$ cat src/rtl/freq_div_ctrl.sv
// Programmable clock-level divider with a glitch-free ratio change and a graceful stop.
// Latency: an accepted ratio takes effect on the next cycle from IDLE, or at the next period boundary while running.
// Backpressure: cfg_ready drops while a change or stop is pending, and whenever stop is asserted.
module freq_div_ctrl #(
    parameter int CNT_W = 8
) (
    input  logic             clk,
    input  logic             rst,
    input  logic             cfg_valid,
    input  logic [CNT_W-1:0] cfg_div,
    output logic             cfg_ready,
    input  logic             stop,
    output logic             div_out,
    output logic             div_tick,
    output logic [CNT_W-1:0] cur_div,
    output logic             busy,
    output logic             cfg_err
);

    typedef enum logic [1:0] {
        IDLE      = 2'd0,
        RUN       = 2'd1,
        PEND_CFG  = 2'd2,
        PEND_STOP = 2'd3
    } state_t;

    state_t           state;
    logic [CNT_W-1:0] cnt;      // position inside the current period
    logic [CNT_W-1:0] n_reg;    // ratio currently in use
    logic [CNT_W-1:0] pend;     // ratio waiting for the next period boundary

    logic             cfg_xfer;
    logic             cfg_ok;
    logic             last;
    logic [CNT_W-1:0] cnt_nxt;
    logic [CNT_W-1:0] half;
    logic             out_nxt;
    logic             tick_nxt;

    // Handshake and per-cycle counter arithmetic for the running divider.
    always_comb begin
        cfg_ready = ((state == IDLE) || (state == RUN)) && !stop;
        cfg_xfer  = cfg_valid && cfg_ready;
        cfg_ok    = (cfg_div >= CNT_W'(2));
        last      = (cnt == (n_reg - CNT_W'(1)));
        cnt_nxt   = last ? '0 : (cnt + CNT_W'(1));
        half      = n_reg >> 1;
        out_nxt   = (cnt_nxt < half);
        tick_nxt  = (cnt_nxt == '0);
    end

    assign busy    = (state != IDLE);
    assign cur_div = n_reg;

    // Control FSM with registered divider outputs aligned to cnt.
    always_ff @(posedge clk or posedge rst) begin
        if (rst) begin
            state    <= IDLE;
            cnt      <= '0;
            n_reg    <= '0;
            pend     <= '0;
            div_out  <= 1'b0;
            div_tick <= 1'b0;
            cfg_err  <= 1'b0;
        end else begin
            // Ratios of 0 or 1 are rejected with a single-cycle flag and no other effect.
            cfg_err <= cfg_xfer && !cfg_ok;
            case (state)
                IDLE: begin
                    if (cfg_xfer && cfg_ok) begin
                        state    <= RUN;
                        n_reg    <= cfg_div;
                        cnt      <= '0;
                        div_out  <= 1'b1;
                        div_tick <= 1'b1;
                    end else begin
                        cnt      <= '0;
                        div_out  <= 1'b0;
                        div_tick <= 1'b0;
                    end
                end
                RUN: begin
                    cnt      <= cnt_nxt;
                    div_out  <= out_nxt;
                    div_tick <= tick_nxt;
                    if (stop) begin
                        state <= PEND_STOP;
                    end else if (cfg_xfer && cfg_ok) begin
                        // The current period always completes; the new ratio waits for the boundary.
                        state <= PEND_CFG;
                        pend  <= cfg_div;
                    end
                end
                PEND_CFG: begin
                    if (stop) begin
                        // Stop overrides the queued ratio, which is simply forgotten.
                        state    <= PEND_STOP;
                        cnt      <= cnt_nxt;
                        div_out  <= out_nxt;
                        div_tick <= tick_nxt;
                    end else if (last) begin
                        // pend >= 2, so the first cycle of the new period is always high.
                        state    <= RUN;
                        n_reg    <= pend;
                        cnt      <= '0;
                        div_out  <= 1'b1;
                        div_tick <= 1'b1;
                    end else begin
                        cnt      <= cnt_nxt;
                        div_out  <= out_nxt;
                        div_tick <= tick_nxt;
                    end
                end
                PEND_STOP: begin
                    if (last) begin
                        // cur_div keeps the last ratio so software can read what was running.
                        state    <= IDLE;
                        cnt      <= '0;
                        div_out  <= 1'b0;
                        div_tick <= 1'b0;
                    end else begin
                        cnt      <= cnt_nxt;
                        div_out  <= out_nxt;
                        div_tick <= tick_nxt;
                    end
                end
                default: begin
                    state <= IDLE;
                end
            endcase
        end
    end

endmodule

$ cat config.mk
export PLATFORM = sky130hd
export DESIGN_NAME = freq_div_ctrl
export DESIGN_NICKNAME = d
export VERILOG_FILES = /design/src/rtl/freq_div_ctrl.sv
export SDC_FILE = /design/constraint.sdc
export NUM_CORES = 1
export LEC_CHECK = 0
export BUFFER_PORTS_ARGS = -buffer_cell sky130_fd_sc_hd__buf_2
export CAP_MARGIN = 20
export CELL_PAD_IN_SITES_DETAIL_PLACEMENT = 1
export CELL_PAD_IN_SITES_GLOBAL_PLACEMENT = 1
export CORE_ASPECT_RATIO = 1.75
export CORE_MARGIN = 2
export CORE_UTILIZATION = 47
export CTS_CLUSTER_SIZE = 10
export DETAILED_ROUTE_END_ITERATION = 10
export GPL_ROUTABILITY_DRIVEN = 1
export MAX_ROUTING_LAYER = met4
export PLACE_DENSITY = 0.88
export SLEW_MARGIN = 0
export SYNTH_ARGS = -nofsm -noshare
export SYNTH_HDL_FRONTEND = slang
export SYNTH_SLANG_ARGS = --single-unit
$ cat constraint.sdc
create_clock -name clk -period 10.51 [get_ports clk]
set_input_delay 0 -clock clk [delete_from_list [all_inputs] [get_ports clk]]
set_output_delay 0 -clock clk [all_outputs]
set_load 0.03 [all_outputs]
Word-level counts from Yosys, hierarchy flattened:

Index checks and enable logic that the tools add are counted.

* flip-flop bits (word level): 29
* input port bits: 12
* output and inout bits: 13

* add/sub/neg operators: 2
* $lt $le $gt $ge: 2
* equal/unequal tests: 10
* multiplexer cells: 24
* bitwise logic cells: 1
* reductions and logical operators: 14

Operators with widths (number)
* two-way mux 8 bit: 6
* one-hot mux 8 bit (4 select lines): 1
* one-hot mux 8 bit (2 select lines): 1
* two-way mux 2 bit: 6
* adder 8 x 1 -> 8 bit (second input constant): 1
* == test 8 bit: 1
* >= comparator 8 x 2 -> 1 bit (second input constant): 1
* zero test 8 bit: 1
* < comparator 8 x 7 -> 1 bit: 1
* one-hot mux 1 bit (4 select lines): 2
* one-hot mux 2 bit (4 select lines): 1
* AND reduction 4 bit: 2
* subtractor 8 x 1 -> 8 bit (second input constant): 1
* two-way mux 1 bit: 7
* inequality test 2 bit (second input constant): 3
* == test 2 bit (second input constant): 2
* logical AND 1 bit: 4
* nonzero test 2 bit: 2
* inequality test 3 x 2 -> 1 bit (second input constant): 1
* inequality test 3 bit (second input constant): 1
* AND reduction 3 bit: 1
* == test 2 x 1 -> 1 bit (second input constant): 1
* zero test 1 bit: 2
* zero test 2 bit: 1
* 3 further kinds: 3

Logic depth before layout (Yosys ltp):

* depth after elaboration: 8
* depth in mapped cells: 16
* mapped depth without buffers: 15

Least setup slack after synthesis:

Ideal clock, no wire load.

* path type: reg2reg
* start: reg n_reg[0], in the netlist cur_div[0]
* end: reg div_out
* library setup time: 0.088 ns
* arrival: 3.607 ns
* required time: 10.422 ns
* path slack: 6.815 ns
* stages on the path, launching flop included: 15
* buffers on the path: 2
* path through: dfrtp_1 -> buf_6 -> or4_4 -> or3_4 -> a2111oi_4 -> o211a_1 -> buf_6 -> nor2_1 -> ha_1 -> a2111oi_0 -> and3_1 -> o21ai_0 -> o21ai_0 -> a22oi_1 -> nor3b_1

* longest elaborated chain between the ends: 7
* elaborated cells between the ends (all ways): 8

RTL lines
* start: declaration: line 29 `logic [CNT_W-1:0] n_reg;`
* start signal: assignment: line 72 `n_reg <= cfg_div;`
* start signal: assignment: line 104 `n_reg <= pend;`
* subtractor 8 x 1 -> 8 bit (*): line 45 `last = (cnt == (n_reg - CNT_W'(1)));`
* == test 8 bit (*): line 45
* two-way mux 8 bit: line 46 `cnt_nxt = last ? '0 : (cnt + CNT_W'(1));`
* < comparator 8 x 7 -> 1 bit: line 48 `out_nxt = (cnt_nxt < half);`
* two-way mux 1 bit: line 101 `end else if (last) begin`
* two-way mux 1 bit: line 95 `if (stop) begin`
* one-hot mux 1 bit (4 select lines) (*): line 68 `case (state)`
* end signal: assignment: line 84 `div_out <= out_nxt;`
* end signal: assignment: line 99 `div_out <= out_nxt;`
* end signal: assignment: line 110 `div_out <= out_nxt;`
* end: declaration: line 13 `output logic div_out,`

Mark *: on every way between the ends. The rest lies on a longest branch, timed or not.
A chain may end at the register's enable or synchronous reset.

Worst setup path after layout:

* start: reg n_reg[1], in the netlist cur_div[1]
* end: reg div_out

* longest elaborated chain between the ends: 7
* elaborated cells between the ends (all ways): 8

RTL lines (line)
* subtractor 8 x 1 -> 8 bit: 45
* == test 8 bit: 45
* two-way mux 8 bit: 46
* < comparator 8 x 7 -> 1 bit: 48
* two-way mux 1 bit: 101
* two-way mux 1 bit: 95
* one-hot mux 1 bit (4 select lines) (*): 68

Marked as above.

==> flow_metrics.tcl <==
set metrics [dict create \
    area_growth_pct 19.4 \
    yosys-top-cells-area "dfrtp_1 40%, ha_1 5.5%, mux2_2 5.0%" \
    report.final.slew_viol_count 0 \
    die-area_sq_um 4380 \
    cp-start-kind "register" \
    drt_iter0_markers 7 \
    wl_met2_mm 2.72 \
    hold_class "primary input to register" \
    dp_slack_ns 6.58 \
    gr-total-overflow 0 \
    status "finished with violations" \
    antenna_found_initial 0 \
    setup_tns_ns 0 \
    fmax_mhz 246 \
    cts-root-buf "clkbuf_8" \
    place_congestion 0.949 \
    synth_edf_count 0 \
    die_x_um 50.9 \
    drtPass1Iterations 4 \
    ys_warn_count 0 \
    wl_met3_um 123 \
    io_buffers 24 \
    grt_pass1_vias 1716 \
    avgSynthCellArea_sq_um 9.83 \
    tritoncts "built" \
    crit_start "cur_div[1]" \
    finClkSkew_ns 0.00521 \
    wire_per_inst_um 17.8 \
    grt_pass1_wl_mm 8.04 \
    wirelength_mm 4.73 \
    top_layer_used "met4" \
    nets 239 \
    grt_start_max_net_pins 30 \
    async_flop_share_pct 100 \
    cp_data_required_time_ns 10.71 \
    viasPerCell 5.64 \
    syn_nets 204 \
    synthMostInstantiatedCell "dfrtp_1" \
    nFillCells 422 \
    num_io_pins 25 \
    drc 0 \
    ys_seq_area_share_pct 40.1 \
    fin_cells 266 \
    cp_common_cell "o21ai_0" \
    clock_latency_ns 0.29 \
    yosys.area.top_type_share_pct 40.1 \
    dp_hpwl_mm 3.55 \
    wl_met1_mm 1.68 \
    post-cts-setup-buffers 0 \
    rows 29 \
    synth_common_cells "29 x dfrtp_1, 18 x nor2_1, 13 x nand2_1, 13 x o21ai_0, 12 x inv_1" \
    drtAntennaViolNets 0 \
    endpoint "div_out" \
    cts_max_path_buffers 2 \
    dp_cells 248 \
    max_stage_delay_ns 0.60 \
    violations "hold timing" \
    clk_transition_reported_paths_ns 0.06 \
    synthesis.area_sq_um 1810 \
    path_class "register to register" \
    cts.sinks 29 \
    r2r-end "div_out" \
    grt_use_total_pct 26.0 \
    worst_pin_slew_ns 0.616 \
    max_cap_violations 0 \
    worst_slack_ns 6.44 \
    r2r_start "cur_div[1]" \
    hold_slack_ns -0.00332 \
    cp-end-kind "register" \
    timing.final.crit_period_ns 4.07 \
    multi_input_area_sq_um 992 \
    ys_ff_latch 29 \
    cpMaxStageDelayCell "a2111oi_0" \
    core-area_sq_um 3660 \
    crit_fanout 10 \
    grt_setup_unrepaired "no" \
    slew_headroom_pct 57.8 \
    power_density_nw_per_um2 266 \
    rr_worst_depth 12 \
    postSynthCellCount 184 \
    ir_drop_mv 0.158 \
    final_util_pct 58.9 \
    numCtsBuffers 5 \
    initial_core_util_pct 49.3 \
    crit_chain "or4_4, or3_4, a2111oi_4, o211a_1, nor2_1, ha_1, a2111oi_0, and3_1, o21ai_0, o21ai_0, a22oi_1, nor3b_1" \
    chipHeight_um 86.0 \
    diodes 0 \
    regArea_sq_um 726 \
    yosysTopAreaCell "dfrtp_1" \
    r2r_setup_slack_ns 6.44 \
    fin_crit_sh_pct 38.7 \
    leakage_nw 1.04 \
    setup_violations 0 \
    arrival_ns 4.27 \
    final-hold-violation-count 1 \
    vias 1501 \
    htree_levels 2 \
    synth_ff_type "dfrtp_1" \
    drive_above_1_share_pct 21.4 \
    synth.distinct_cells 41 \
]
-- logic make-up after synthesis --
kind of cell / share of synthesized area (%)
buf+inv: 4.98
fa+ha+maj: 5.54
compound gates: 15.2
mux: 9.41
simple gates: 17.4
xor+xnor: 7.27
flops: 40.1
-- metrics by stage --
stage / power [mW] / instance area (sq um)
final: 0.574 / 2160
after global routing: 0.619 / 2160
after CTS: 0.577 / 2120
after detailed placement: 0.468 / 1940
after global placement: 0.446 / 1940
after floorplan: 0.396 / 1810
-- worst max-delay path: cells and delay by family, from the launching register on --
kind,cells,cell delay (ns)
AOI/OAI and AO/OA,6,1.64
adders and majority gates,1,0.32
DFF,1,0.47
and+or+nand+nor,5,1.56
-- power breakdown --
group          internal [mW]  total, mW  leakage, nW  switching (mW)
Clock                 0.0590      0.101       0.0542          0.0422
Combinational          0.127      0.274        0.620           0.147
Sequential             0.149      0.198        0.366          0.0490
Total                  0.335      0.574         1.04           0.239
-- final cells by class --
type | count | share of cell area (%)
Sequential cell | 29 | 33.6
Inverter | 12 | 2.09
Clock inverter | 1 | 0.232
Tap cell | 46 | 2.67
Multi-Input combinational cell | 137 | 45.9
Timing Repair Buffer | 34 | 11.0
Clock buffer | 7 | 4.46
-- worst min path at each step --
stage | from | endpoint | cells after the start
4_1_cts | cfg_div[2] | pend[2] | 2
3_3_place_gp | cfg_valid | cfg_err | 3
3_5_place_dp | cfg_valid | cfg_err | 3
6_report | cfg_div[2] | pend[2] | 2
5_1_grt | cfg_div[2] | pend[2] | 2
2_1_floorplan | rst | cfg_err | 1
-- state kept, by name (all words and copies together), names as in the netlist --
name,count
cfg_err,1
cnt,8
cur_div,8
div_out,1
div_tick,1
pend,8
state,2
-- placed cells by master, fill, tap and decap left out, types with 2 or more instances in the layout --
master / instances
nand2_1: 13
mux2i_1: 8
and2_1: 2
nand3_1: 6
a31oi_1: 2
xnor2_1: 10
o211ai_1: 2
nor2_1: 18
a21oi_1: 4
or3_1: 2
and3_1: 4
o211a_1: 2
xor2_1: 5
clkbuf_8: 7
nor3_1: 3
ha_1: 8
dlygate4sd3_1: 9
nor2b_1: 3
inv_1: 12
buf_2: 24
o21ai_1: 2
nor4_1: 3
mux2_2: 8
o21a_1: 3
o21ai_0: 13
dfrtp_1: 29
-- routing by layer --
metal | up-vias | GRT usage (%)
met3 | 17 | 4.18
met1 | 727 | 23.9
met4 | 0 | 14.5
li1 | 725 | -
met2 | 32 | 48.7
met5 | - | -
-- repair_timing --
item | in CTS | in global routing
resized for setup | 0 | 0
hold endpoints to repair | 8 | 9
hold buffers | 8 | 1
(Power assumes the default switching activity.)
